--- src/rtl/sdrc_tg_pkg.sv ---
`default_nettype none
// +--------------------------------------------------------------------------+
// | sdrc_tg_pkg : shared types and data-pattern function for the SDRAM        |
// |               Wishbone traffic generator                                  |
// | Revision    : 1.0                                                         |
// +--------------------------------------------------------------------------+
package sdrc_tg_pkg;

    typedef enum logic [2:0] {
        ST_IDLE      = 3'd0,
        ST_WAIT_INIT = 3'd1,
        ST_WR_BURST  = 3'd2,
        ST_WR_GAP    = 3'd3,
        ST_RD_BURST  = 3'd4,
        ST_RD_GAP    = 3'd5,
        ST_DONE      = 3'd6
    } tg_state_e;

    typedef enum logic [1:0] {
        TG_WR   = 2'b00,
        TG_RD   = 2'b01,
        TG_WRRD = 2'b10
    } tg_mode_e;

    // Data written to (and expected back from) a given word index.
    function automatic logic [31:0] tg_pattern(input logic [31:0] word_idx,
                                               input logic [31:0] seed);
        return word_idx ^ seed;
    endfunction

endpackage
`default_nettype wire

--- src/rtl/sdrc_tg_agen.sv ---
`default_nettype none
// +--------------------------------------------------------------------------+
// | sdrc_tg_agen : address, beat and burst counters for the traffic generator |
// | Revision     : 1.0                                                        |
// +--------------------------------------------------------------------------+
module sdrc_tg_agen #(
    parameter int AW   = 26,
    parameter int BLW  = 5,
    parameter int STEP = 4
) (
    input  logic           clk_i,
    input  logic           rst_i,
    input  logic           load,
    input  logic           step,
    input  logic [AW-1:0]  base,
    input  logic [BLW-1:0] burst_len_i,
    input  logic [15:0]    num_bursts_i,
    output logic [AW-1:0]  addr,
    output logic [AW-1:0]  addr_nxt_o,
    output logic           last_beat,
    output logic           last_burst
);

    logic [AW-1:0]  addr_q,  addr_d;
    logic [BLW-1:0] beat_q,  beat_d;
    logic [15:0]    burst_q, burst_d;
    logic [BLW-1:0] w_last_idx;

    assign w_last_idx = (burst_len_i == '0) ? '0 : burst_len_i - BLW'(1);
    assign last_beat  = (beat_q == w_last_idx);
    // burst_q counts completed bursts, so this flags "phase fully issued".
    assign last_burst = (burst_q == num_bursts_i);
    assign addr       = addr_q;
    assign addr_nxt_o = addr_d;

    always_comb begin
        addr_d  = addr_q;
        beat_d  = beat_q;
        burst_d = burst_q;
        if (load) begin
            addr_d  = base;
            beat_d  = '0;
            burst_d = '0;
        end else if (step) begin
            addr_d = addr_q + AW'(STEP);
            if (last_beat) begin
                beat_d  = '0;
                burst_d = burst_q + 16'd1;
            end else begin
                beat_d = beat_q + BLW'(1);
            end
        end
    end

    always_ff @(posedge clk_i) begin
        if (rst_i) begin
            addr_q  <= '0;
            beat_q  <= '0;
            burst_q <= '0;
        end else begin
            addr_q  <= addr_d;
            beat_q  <= beat_d;
            burst_q <= burst_d;
        end
    end

endmodule
`default_nettype wire

--- src/rtl/sdrc_wb_traffic_gen.sv ---
`default_nettype none
// +--------------------------------------------------------------------------+
// | sdrc_wb_traffic_gen : Wishbone burst write / read-check traffic generator |
// | Revision            : 1.0                                                 |
// +--------------------------------------------------------------------------+
module sdrc_wb_traffic_gen
    import sdrc_tg_pkg::*;
#(
    parameter int          DW   = 32,
    parameter int          AW   = 26,
    parameter int          BLW  = 5,
    parameter logic [31:0] SEED = 32'hA5A5_5A5A
) (
    input  logic            wb_clk_i,
    input  logic            wb_rst_i,
    input  logic            sdr_init_done,
    input  logic            start,
    input  logic [1:0]      mode,
    input  logic [AW-1:0]   base_addr,
    input  logic [BLW-1:0]  burst_len,
    input  logic [15:0]     num_bursts,
    output logic            wb_cyc_o,
    output logic            wb_stb_o,
    output logic            wb_we_o,
    output logic [AW-1:0]   wb_adr_o,
    output logic [DW/8-1:0] wb_sel_o,
    output logic [DW-1:0]   wb_dat_o,
    input  logic [DW-1:0]   wb_dat_i,
    input  logic            wb_ack_i,
    output logic            busy,
    output logic            done,
    output logic [15:0]     err_cnt,
    output logic [AW-1:0]   first_err_addr
);

    localparam int BPW = DW / 8;
    localparam int SH  = $clog2(BPW);

    tg_state_e       state_q, state_d;
    logic [1:0]      mode_q;
    logic [AW-1:0]   base_q;
    logic [BLW-1:0]  blen_q;
    logic [15:0]     nb_q;
    logic            cyc_q, we_q, busy_q, done_q;
    logic [DW/8-1:0] sel_q;
    logic [DW-1:0]   dat_q;
    logic [15:0]     err_q;
    logic [AW-1:0]   ferr_q;

    logic            w_load, w_step, w_in_burst, w_accept, w_miss, w_burst_d;
    logic            w_last_beat, w_last_burst;
    logic [AW-1:0]   w_addr, w_addr_nxt;
    logic [31:0]     w_wr_pat, w_exp_pat;

    assign w_in_burst = (state_q == ST_WR_BURST) || (state_q == ST_RD_BURST);
    assign w_step     = w_in_burst && wb_ack_i;
    assign w_accept   = start && ((state_q == ST_IDLE) || (state_q == ST_DONE));
    assign w_burst_d  = (state_d == ST_WR_BURST) || (state_d == ST_RD_BURST);
    // Write data is registered, so it is derived from the next address.
    assign w_wr_pat   = tg_pattern(32'(w_addr_nxt >> SH), SEED);
    assign w_exp_pat  = tg_pattern(32'(w_addr >> SH), SEED);
    assign w_miss     = (state_q == ST_RD_BURST) && wb_ack_i
                        && (wb_dat_i != w_exp_pat[DW-1:0]);

    sdrc_tg_agen #(
        .AW   (AW),
        .BLW  (BLW),
        .STEP (BPW)
    ) u_agen (
        .clk_i        (wb_clk_i),
        .rst_i        (wb_rst_i),
        .load         (w_load),
        .step         (w_step),
        .base         (base_q),
        .burst_len_i  (blen_q),
        .num_bursts_i (nb_q),
        .addr         (w_addr),
        .addr_nxt_o   (w_addr_nxt),
        .last_beat    (w_last_beat),
        .last_burst   (w_last_burst)
    );

    always_comb begin
        state_d = state_q;
        w_load  = 1'b0;
        unique case (state_q)
            ST_IDLE, ST_DONE: begin
                if (start) state_d = ST_WAIT_INIT;
            end
            ST_WAIT_INIT: begin
                if (sdr_init_done) begin
                    if (nb_q == 16'd0) begin
                        state_d = ST_DONE;
                    end else begin
                        w_load  = 1'b1;
                        state_d = (mode_q == TG_RD) ? ST_RD_BURST : ST_WR_BURST;
                    end
                end
            end
            ST_WR_BURST: begin
                if (wb_ack_i && w_last_beat) state_d = ST_WR_GAP;
            end
            ST_WR_GAP: begin
                if (!w_last_burst) begin
                    state_d = ST_WR_BURST;
                end else if (mode_q == TG_WR) begin
                    state_d = ST_DONE;
                end else begin
                    w_load  = 1'b1;
                    state_d = ST_RD_BURST;
                end
            end
            ST_RD_BURST: begin
                if (wb_ack_i && w_last_beat) state_d = ST_RD_GAP;
            end
            ST_RD_GAP: begin
                state_d = w_last_burst ? ST_DONE : ST_RD_BURST;
            end
            default: state_d = ST_IDLE;
        endcase
    end

    always_ff @(posedge wb_clk_i) begin
        if (wb_rst_i) begin
            state_q <= ST_IDLE;
            mode_q  <= '0;
            base_q  <= '0;
            blen_q  <= '0;
            nb_q    <= '0;
            cyc_q   <= 1'b0;
            we_q    <= 1'b0;
            sel_q   <= '0;
            dat_q   <= '0;
            busy_q  <= 1'b0;
            done_q  <= 1'b0;
            err_q   <= '0;
            ferr_q  <= '0;
        end else begin
            state_q <= state_d;
            cyc_q   <= w_burst_d;
            we_q    <= (state_d == ST_WR_BURST);
            sel_q   <= w_burst_d ? '1 : '0;
            dat_q   <= (state_d == ST_WR_BURST) ? w_wr_pat[DW-1:0] : '0;
            busy_q  <= (state_d != ST_IDLE) && (state_d != ST_DONE);
            done_q  <= (state_d == ST_DONE);
            if (w_accept) begin
                mode_q <= mode;
                base_q <= base_addr;
                blen_q <= burst_len;
                nb_q   <= num_bursts;
                err_q  <= '0;
                ferr_q <= '0;
            end else if (w_miss) begin
                if (err_q != 16'hFFFF) err_q <= err_q + 16'd1;
                if (err_q == 16'd0) ferr_q <= w_addr;
            end
        end
    end

    assign wb_cyc_o       = cyc_q;
    assign wb_stb_o       = cyc_q;
    assign wb_we_o        = we_q;
    assign wb_adr_o       = w_addr;
    assign wb_sel_o       = sel_q;
    assign wb_dat_o       = dat_q;
    assign busy           = busy_q;
    assign done           = done_q;
    assign err_cnt        = err_q;
    assign first_err_addr = ferr_q;

endmodule
`default_nettype wire
--- config.mk ---
export PLATFORM = sky130hd
export DESIGN_NAME = sdrc_wb_traffic_gen
export DESIGN_NICKNAME = d
export VERILOG_FILES = /design/src/rtl/sdrc_tg_pkg.sv /design/src/rtl/sdrc_tg_agen.sv /design/src/rtl/sdrc_wb_traffic_gen.sv
export SDC_FILE = /design/constraint.sdc
export NUM_CORES = 1
export LEC_CHECK = 0
export BUFFER_PORTS_ARGS = -buffer_cell sky130_fd_sc_hd__buf_2
export CAP_MARGIN = 20
export CORE_MARGIN = 5
export CORE_UTILIZATION = 40
export CTS_BUF_LIST = sky130_fd_sc_hd__clkbuf_8 sky130_fd_sc_hd__clkbuf_16
export CTS_CLUSTER_SIZE = 8
export DETAILED_ROUTE_END_ITERATION = 6
export PLACE_DENSITY = 0.62
export SYNTH_ARGS = -nofsm -noshare
export SYNTH_HDL_FRONTEND = slang
export SYNTH_HIERARCHICAL = 1
export SYNTH_SLANG_ARGS = --single-unit
export TNS_END_PERCENT = 20
--- constraint.sdc ---
create_clock -name wb_clk_i -period 3.1 [get_ports wb_clk_i]
set_input_delay 0.31 -clock wb_clk_i [delete_from_list [all_inputs] [get_ports wb_clk_i]]
set_output_delay 0.31 -clock wb_clk_i [all_outputs]
set_load 0.05 [all_outputs]
==> results of run 1 <==
## cell type report
| type | instances | area (µm²) | share of cell area (%) |
|---|---|---|---|
| multi-input combinational | 670 | 4040 | 41.7 |
| sequential | 170 | 3400 | 35.1 |
| timing repair buffer | 235 | 1290 | 13.3 |
| clock buffer | 18 | 439 | 4.53 |
| tap | 265 | 332 | 3.42 |
| clock inverter | 14 | 124 | 1.28 |
| inverter | 18 | 70.1 | 0.722 |
## worst paths after layout
kind | start | to | slack, ns
hold reg to reg | base_q[1] | base_q[1] | 0.45
setup reg to reg | u_agen/burst_q[9] | u_agen/addr[20] | 0.21
hold / removal | num_bursts[10] | nb_q[10] | 0.11
setup / recovery | u_agen/burst_q[9] | u_agen/addr[20] | 0.21
## per-layer routing
layer | wire length, µm | global-route usage [%]
met3 | 1650 | 4.66
met2 | 10000 | 30.6
met1 | 10500 | 28.1
met4 | 240 | 5.26
met5 | 11 | 0
## metrics by stage
step / worst slack [ns] / area (µm²) / utilization, %
floorplan: 0.390 / 7800 / -
global placement: 0.209 / 9120 / 47.1
detailed placement: 0.136 / 9120 / 47.1
CTS: 0.116 / 9680 / 50.1
global route: 0.00622 / 9700 / 50.2
finish: 0.209 / 9700 / 50.2
## state kept, by name (all words and copies together) (netlist names)
register and count:
done 1, mode_q 2, nb_q 16, wb_we_o 1
blen_q 5, u_agen/burst_q 16, wb_sel_o 1, wb_dat_o 25
u_agen/beat_q 5, first_err_addr 26, u_agen/addr 26, busy 1
state_q 3, err_cnt 16, base_q 26
## logic make-up after synthesis
logic type      Yosys count  share of synthesized area (%)
xor+xnor                 69                           7.86
mux                      36                           4.76
buf+inv                  83                           5.08
flops                   170                           43.7
compound gates          152                           11.8
fa+ha+maj                 6                          0.964
other cells               1                         0.0482
simple gates            403                           25.8
## placed cells by master (no fill, tap or decap), types with 12 or more instances in the layout
cell / Yosys / final
a21oi_1: 76 / 76
and2_1: 18 / 18
buf_2: 7 / 190
buf_4: 14 / 45
clkbuf_16: 0 / 17
dfxtp_1: 170 / 170
inv_1: 15 / 16
mux2i_1: 28 / 28
nand2_1: 151 / 151
nand3_1: 21 / 20
nand4_1: 29 / 29
nor2_1: 62 / 61
nor2b_1: 29 / 29
nor3_1: 13 / 13
nor4_1: 15 / 15
o21ai_0: 35 / 33
or3_1: 18 / 18
or4_1: 12 / 12
xnor2_1: 43 / 43
xor2_1: 25 / 25
## critical path: cells and delay by family (launching register included)
kind            cells  cell delay, ns
flops               1            0.35
buf+inv             1            0.25
mux                 1            0.34
simple gates        5            1.10
xor+xnor            1            0.23
compound gates      2            0.50
## power by group
group	switching, mW	leakage (nW)	total [mW]	internal [mW]
clock network	0.893	0.274	2.02	1.13
registers	0.0810	1.38	2.36	2.28
logic	0.546	2.37	0.825	0.279
==> qor.csv, run 1 <==
stage,metric,value,unit
outcome,status,completed,
synthesis,ys.warnings.count,6,
global_routing,grt_antenna_before_repair,1,
synthesis,synthDominantCellAreaShare,43.7,%
route,drt_pass1_iterations,5,
clock_tree,h-tree-depth,4,
die,coreArea,0.0193,mm²
clock_tree,clockBufferDepth,2,
cells_and_area,antenna_cells,0,
synthesis,ys_seq_elements,170,
clock_tree,path_clk_slew,0.07,ns
timing,skew,0.00753,ns
setup_path,end_kind,flop,
setup_path,cp.required,3.41,ns
timing,fmax,346,MHz
setup_path,critPathMaxFanout,19,
cells_and_area,fill_cells,1921,
timing,finalSetupTns,0,ns
synthesis,synthArstFlopShare,0,%
synthesis,ys.flop_type,dfxtp_1,
die,die_area,0.0224,mm²
timing,rsz0062_at_grt,false,
timing,layout_min_cycle_time,2.89,ns
clock_tree,cts.sinks,170,
die,pin_count,195,
clock_tree,clk_latency,0.43,ns
route,drtIter0Drc,550,
placement,gp_congestion,0.823,
cells_and_area,drive_gt1_share,26.3,%
cells_and_area,fin_cells,1390,
cells_and_area,fin_nets,1204,
synthesis,syn_area_per_cell,8.46,µm²
synthesis,synth-edff-count,0,
power,power,5.21,mW
synthesis,ys_top_cells_by_count,"dfxtp_1, nand2_1, a21oi_1, nor2_1, xnor2_1",
placement,portBuffers,190,
timing,period_share,93.2,%
synthesis,yosysSeqAreaShare,43.7,%
synthesis,synth_top_area_cell,dfxtp_1,
global_routing,grt_overflow,0,
global_routing,grt_first_pass_wirelength,35.0,mm
cells_and_area,syn2layout_area_growth,24.5,%
timing,tightest_slew,0.837,ns
timing,whs,0.115,ns
setup_path,crit_arrival,3.20,ns
synthesis,yosysUniqueCellTypes,60,
clock_tree,cts_tree,done,
synthesis,netlist_top_cells_area,"dfxtp_1, nand2_1, a21oi_1",
synthesis,postSynthCellCount,920,
die,row_count,51,
route,routedWlPerCell,16.1,µm
power,p_per_area,537,mW/mm²
min_path,hold_depth,3,
synthesis,synth_area,0.00779,mm²
synthesis,yosysMostFrequentCell,dfxtp_1,
route,wl,22.4,mm
die,fp.dieH,150,µm
die,start_util,40.3,%
route,vias_per_cell,5.12,
global_routing,grt_usage,19.9,%
global_routing,grt_pass1_vias,6676,
clock_tree,cts_buffers,17,
clock_tree,holdBufCountCts,0,
setup_path,critPathKind,flop to flop,
clock_tree,post_cts_resized,0,
setup_path,r2r_cells,10,
flow_run,drv_cap,0,
min_path,hold_class,input port to flop,
setup_path,cpPeakStageDelay,0.44,ns
setup_path,startpoint_type,flop,
route,ant_nets,0,
timing,slew_violations,0,
route,drc,0,
setup_path,critical_path.cell_chain,xnor2_1 -> nand4_1 -> nor4_1 -> nand2_1 -> nor3b_1 -> o21ai_0 -> o21ai_2 -> inv_2 -> mux2_2 -> nor2b_1,
global_routing,grt_max_degree,50,
power,peakVddDrop,0.296,mV
clock_tree,postCtsSetupBuffers,0,
die,die_w,150,µm
placement,dp_hpwl,17.0,mm
power,leakagePower,4.02,nW
route,vias,7115,
setup_path,slowest_stage,nor4_1,
timing,setup_viol,0,
timing,hold_viol_final,0,
timing,max-slew-margin-rel,44.1,%
clock_tree,root_buffer,clkbuf_16,
placement,dp.cells,1358,
(Power assumes the default switching activity.)
==> run 2: changes to the inputs <==
--- a/config.mk
+++ b/config.mk
@@ -5,6 +5,7 @@
 export SDC_FILE = /design/constraint.sdc
 export NUM_CORES = 1
 export LEC_CHECK = 0
+export ABC_AREA = 1
 export BUFFER_PORTS_ARGS = -buffer_cell sky130_fd_sc_hd__buf_2
 export CAP_MARGIN = 20
 export CORE_MARGIN = 5
@@ -12,7 +13,7 @@
 export CTS_BUF_LIST = sky130_fd_sc_hd__clkbuf_8 sky130_fd_sc_hd__clkbuf_16
 export CTS_CLUSTER_SIZE = 8
 export DETAILED_ROUTE_END_ITERATION = 6
-export PLACE_DENSITY = 0.62
+export PLACE_DENSITY = 0.61
 export SYNTH_ARGS = -nofsm -noshare
 export SYNTH_HDL_FRONTEND = slang
 export SYNTH_HIERARCHICAL = 1
==> run 2 against run 1 <==
Compared with the run above:
- via count up 19%
- routed wire length is 14% higher
- cell count increased by 22%
- synthesized cell count increased by 33%
- area after synthesis rose by 13%
- largest power group unchanged
- clock power rose by 4%
- maximum frequency is essentially flat
- sequential power is essentially flat
- power rose by 0.89%
- first-iteration DRC count grew 16%
- non-clock buffer count fell by 14
- critical path type unchanged
==> qor.csv, run 2 <==
stage,metric,value,unit
outcome,status,completed,
cells_and_area,drive_gt1_share,23.1,%
timing,tightest_slew,0.507,ns
min_path,hold_class,input port to flop,
min_path,hold_start,base_addr[18],
setup_path,path_delay_family,simple AND/OR/NAND/NOR gates,
cells_and_area,fin_nets,1489,
timing,slew_violations,0,
placement,dp_hpwl,19.2,mm
clock_tree,clockBufferDepth,2,
timing,finalSetupTns,0,ns
setup_path,cpPeakStageDelay,0.44,ns
route,vias_per_cell,5.03,
timing,setup_viol,0,
synthesis,ys.warnings.count,6,
flow_run,drv_cap,0,
die,start_util,40.5,%
clock_tree,cts_tree,done,
timing,layout_min_cycle_time,2.89,ns
global_routing,grt_usage,19.8,%
power,p_per_area,500,mW/mm²
route,routedWlPerCell,15.2,µm
clock_tree,root_buffer,clkbuf_16,
die,fp.dieH,158,µm
min_path,hold_depth,3,
power,leakagePower,4.67,nW
die,die_w,158,µm
clock_tree,path_clk_slew,0.07,ns
clock_tree,cts.sinks,170,
synthesis,syn_area_per_cell,7.21,µm²
setup_path,ff2ff_setup_slack,0.21,ns
setup_path,worstReg2RegStart,u_agen/burst_q[10],
synthesis,postSynthCellCount,1223,
setup_path,cp.required,3.41,ns
setup_path,slowest_stage,dfxtp_1,
min_path,hold_end,base_q[18],
route,wl,25.6,mm
route,drt_pass1_iterations,5,
route,drc,0,
placement,portBuffers,190,
setup_path,startpoint_type,flop,
timing,skew,0.00909,ns
clock_tree,cts_buffers,17,
cells_and_area,final_cell_mix,"nand2_1, buf_2, dfxtp_1, nor2_1, inv_1",
cells_and_area,final_common_cell,nand2_1,
setup_path,r2r_cells,12,
setup_path,crit_buf_inv,3,
route,vias,8501,
die,die_area,0.0251,mm²
timing,period_share,93.2,%
global_routing,grt_pass1_vias,7648,
global_routing,grt_max_degree,52,
clock_tree,clk_latency,0.43,ns
setup_path,critPathMaxFanout,11,
timing,whs,0.101,ns
setup_path,critPathKind,flop to flop,
timing,hold_viol_final,0,
route,drtIter0Drc,640,
setup_path,crit_arrival,3.20,ns
timing,fmax,346,MHz
timing,max-slew-margin-rel,65.9,%
die,row_count,54,
global_routing,grt_overflow,0,
cells_and_area,syn2layout_area_growth,19.2,%
route,ant_nets,0,
placement,gp_congestion,0.875,
setup_path,critical_path.cell_chain,xnor2_1 -> nand3_1 -> nor3_1 -> nand2_1 -> nor4_1 -> inv_1 -> a21oi_1 -> a32o_1 -> nor2_1 -> inv_1 -> buf_4 -> a21oi_1,
global_routing,grt_first_pass_wirelength,39.4,mm
cells_and_area,fill_cells,2279,
cells_and_area,antenna_cells,0,
power,peakVddDrop,0.295,mV
timing,rsz0062_at_grt,false,
setup_path,end_kind,flop,
global_routing,grt_antenna_before_repair,0,
setup_path,r2r-end,u_agen/burst_q[9],
synthesis,synth_area,0.00881,mm²
clock_tree,h-tree-depth,4,
die,pin_count,195,
die,coreArea,0.0218,mm²
-- run 2: cell count changes in the layout (fill, tap and decap cells not counted), sizes merged, moves of 19 or more --
cell   change
nand2    +130
inv       +93
nor2      +92
nand4     +45
nand3     +42
nor2b     -29
a21oi     +28
mux2i     -28
xnor2     -23
o21ai     +22
nor3      +21
or3       -19
-- run 2: per-stage QoR --
step	power [mW]	util [%]	cell area, µm²	cells	setup WS (ns)
after floorplan	2.97	-	8820	1226	0.930
after detailed placement	3.18	45.5	9900	1656	0.294
after global routing	5.49	48.3	10500	1690	0.0233
after global placement	3.18	45.5	9900	1656	0.366
after CTS	5.29	48.2	10500	1688	0.173
final	5.25	48.3	10500	1690	0.210
-- run 2: power breakdown --
group / internal, mW / total, mW / switching, mW
clock network: 1.21 / 2.11 / 0.902
registers: 2.28 / 2.37 / 0.0852
logic: 0.244 / 0.775 / 0.531
-- run 2: area by class of cell --
cell class              instances  area, µm²  share of cell area, %
flip-flops and latches        170       3400                   32.4
well taps                     280        350                   3.33
multi-input cells             875       4560                   43.4
inverters                     112        424                   4.04
clock inverters                14        148                   1.41
repair buffers                221       1180                   11.3
clock buffers                  18        439                   4.18
-- run 2: timing repair --
| item | in CTS | in global routing |
|---|---|---|
| resized for setup | 0 | 2 |
| hold buffers | 0 | 0 |
| setup endpoints to repair | 0 | 7 |
| buffers inserted | 0 | 2 |
-- run 2: how the worst max path moves through the flow --
stage                       startpoint  slack [ns]  cells after the start                end
floorplan               u_agen/addr[2]        0.93                      8       wb_dat_o[10]
finish              u_agen/burst_q[10]        0.21                     12  u_agen/burst_q[9]
detailed placement  u_agen/burst_q[10]        0.29                     13       wb_dat_o[29]
global route        u_agen/burst_q[10]        0.02                     14       wb_dat_o[16]
global placement    u_agen/burst_q[10]        0.37                     13       wb_dat_o[29]
CTS                 u_agen/burst_q[10]        0.17                     13       wb_dat_o[29]
-- run 2: worst min-delay path, cell delays in order --
cell and delay, ns:
buf_2 0.07, nor2_1 0.03, nor2_1 0.08
-- run 2: per-layer routing --
metal  vias up  wire length (µm)  global-route usage [%]
li1       4345                 -                       -
met1      3848             12600                    29.2
met2       281             10900                    29.3
met3        27              1650                    3.48
met4         0               483                    6.30
met5         -                 0                       0
==> run 3: changes to the inputs <==
--- a/config.mk
+++ b/config.mk
@@ -8,12 +8,13 @@
 export ABC_AREA = 1
 export BUFFER_PORTS_ARGS = -buffer_cell sky130_fd_sc_hd__buf_2
 export CAP_MARGIN = 20
-export CORE_MARGIN = 5
-export CORE_UTILIZATION = 40
+export CELL_PAD_IN_SITES_DETAIL_PLACEMENT = 0
+export CELL_PAD_IN_SITES_GLOBAL_PLACEMENT = 1
+export CORE_UTILIZATION = 39
 export CTS_BUF_LIST = sky130_fd_sc_hd__clkbuf_8 sky130_fd_sc_hd__clkbuf_16
 export CTS_CLUSTER_SIZE = 8
 export DETAILED_ROUTE_END_ITERATION = 6
-export PLACE_DENSITY = 0.61
+export PLACE_DENSITY = 0.79
 export SYNTH_ARGS = -nofsm -noshare
 export SYNTH_HDL_FRONTEND = slang
 export SYNTH_HIERARCHICAL = 1
==> run 3 against run 2 <==
Compared with the run above:
- power grew 2.0%
- worst hold slack got worse by 0.0059 ns
- the flow now finishes with violations (design-rule violations)
- sequential power hardly changed
- highest routed layer unchanged
- maximum frequency is 5.7% higher
- design area fell by 0.50%
- register-to-register slack better by 0.16 ns
- sequential cell count unchanged
- setup slack improved by 0.16 ns
==> qor.csv, run 3 (synthesis gave the netlist of run 2 again) <==
stage,metric,value,unit
global_routing,grt_usage,22.0,%
power,peakVddDrop,0.303,mV
clock_tree,postCtsSetupBuffers,0,
setup_path,end_kind,flop,
route,ant_nets,0,
timing,fmax,366,MHz
route,vias,8436,
clock_tree,cts_buffers,17,
global_routing,grt_first_pass_wirelength,41.0,mm
cells_and_area,fill_cells,2218,
clock_tree,post_cts_resized,0,
cells_and_area,antenna_cells,0,
cells_and_area,drive_gt1_share,22.5,%
timing,rsz0062_at_grt,false,
setup_path,critPathKind,flop to flop,
setup_path,critPathMaxFanout,22,
route,routedWlPerCell,15.0,µm
placement,portBuffers,190,
route,drc,18,
route,wl,25.2,mm
route,vias_per_cell,5.02,
timing,setup_viol,0,
cells_and_area,syn2layout_area_growth,18.6,%
clock_tree,root_buffer,clkbuf_16,
clock_tree,clockBufferDepth,2,
outcome,status,finished with violations,
setup_path,startpoint_type,flop,
clock_tree,path_clk_slew,0.07,ns
timing,slew_violations,0,
power,leakagePower,4.64,nW
route,drt_pass1_iterations,7,
placement,dp_hpwl,18.1,mm
timing,layout_min_cycle_time,2.73,ns
timing,fin_ws,0.366,ns
cells_and_area,final_common_cell,nand2_1,
setup_path,cp.required,3.44,ns
die,fp.dieH,152,µm
cells_and_area,fin_nets,1478,
die,coreArea,0.0220,mm²
placement,dpl_cell_area,0.00984,mm²
clock_tree,cts_tree,done,
clock_tree,h-tree-depth,4,
die,die_area,0.0232,mm²
timing,max-slew-margin-rel,49.3,%
global_routing,grt_antenna_before_repair,0,
cells_and_area,final_cell_mix,"nand2_1, buf_2, dfxtp_1, nor2_1, inv_1",
clock_tree,clk_latency,0.43,ns
clock_tree,holdBufCountCts,0,
cells_and_area,fin_cells,1679,
global_routing,grt_overflow,0,
outcome,violations,design-rule violations,
die,die_w,152,µm
power,p_per_area,513,mW/mm²
cells_and_area,final_area,0.0105,mm²
timing,hold_viol_final,0,
die,pin_count,195,
placement,dp.cells,1647,
placement,place_worst_setup_slack,0.413,ns
timing,skew,0.00995,ns
timing,tightest_slew,0.759,ns
route,drtIter0Drc,636,
clock_tree,cts.sinks,170,
global_routing,grt_pass1_vias,7671,
placement,gp_congestion,0.862,
die,row_count,54,
global_routing,grt_max_degree,45,
flow_run,drv_cap,0,
min_path,hold_class,input port to flop,
timing,finalSetupTns,0,ns
setup_path,crit_arrival,3.07,ns
die,start_util,40.1,%
timing,period_share,88.2,%
## run 3: changes by cell type in the layout (fill, tap and decap cells not counted), sizes merged
cell,delta
bufinv,+1
clkinvlp,-3
inv,+4
clkinv,-1
buf,-11
clkbuf,-1
## run 3: critical path, cell delays in order, from the launching register on
cell	delay, ns
dfxtp_1	0.44
xnor2_1	0.15
nand3_1	0.08
nor3_1	0.14
nand2_1	0.07
nor4_1	0.23
inv_1	0.14
a21oi_1	0.19
a32o_1	0.26
inv_1	0.36
o211ai_1	0.23
o21ai_0	0.15
nor3_1	0.20
## run 3: final timing paths
check,from,endpoint,slack (ns),depth (start not counted)
worst max-delay path,u_agen/burst_q[10],wb_dat_o[1],0.37,12
worst min-delay path,burst_len[4],blen_q[4],0.09,3
worst max register to register,u_agen/burst_q[10],wb_dat_o[1],0.37,12
worst min register to register,first_err_addr[15],first_err_addr[15],0.46,2
## run 3: layout make-up
cell class / instances / area (µm²) / area share (%)
well taps: 280 / 350 / 3.35
repair buffers: 210 / 1110 / 10.7
clock buffers: 17 / 425 / 4.07
flip-flops and latches: 170 / 3400 / 32.6
inverters: 112 / 420 / 4.02
clock inverters: 15 / 188 / 1.80
multi-input cells: 875 / 4550 / 43.6
## run 3: power by group
| part | switching, mW | total (mW) | internal, mW |
|---|---|---|---|
| Combinational | 0.524 | 0.751 | 0.227 |
| Clock | 0.955 | 2.24 | 1.29 |
| Sequential | 0.0849 | 2.37 | 2.28 |
## run 3: stage by stage
step           hold WS [ns]  power (mW)  utilization, %
5_1_grt              0.0890        5.60            47.6
2_1_floorplan         0.379        2.97               -
4_1_cts              0.0803        5.40            47.6
3_5_place_dp          0.451        3.17            44.8
3_3_place_gp          0.446        3.16            44.8
6_report             0.0948        5.36            47.6
## run 3: metal layers
metal / routed length (µm) / global-route usage [%]
met1: 13000 / 32.8
met3: 1400 / 4.41
met2: 10500 / 32.0
met5: 0 / 0
met4: 211 / 5.25
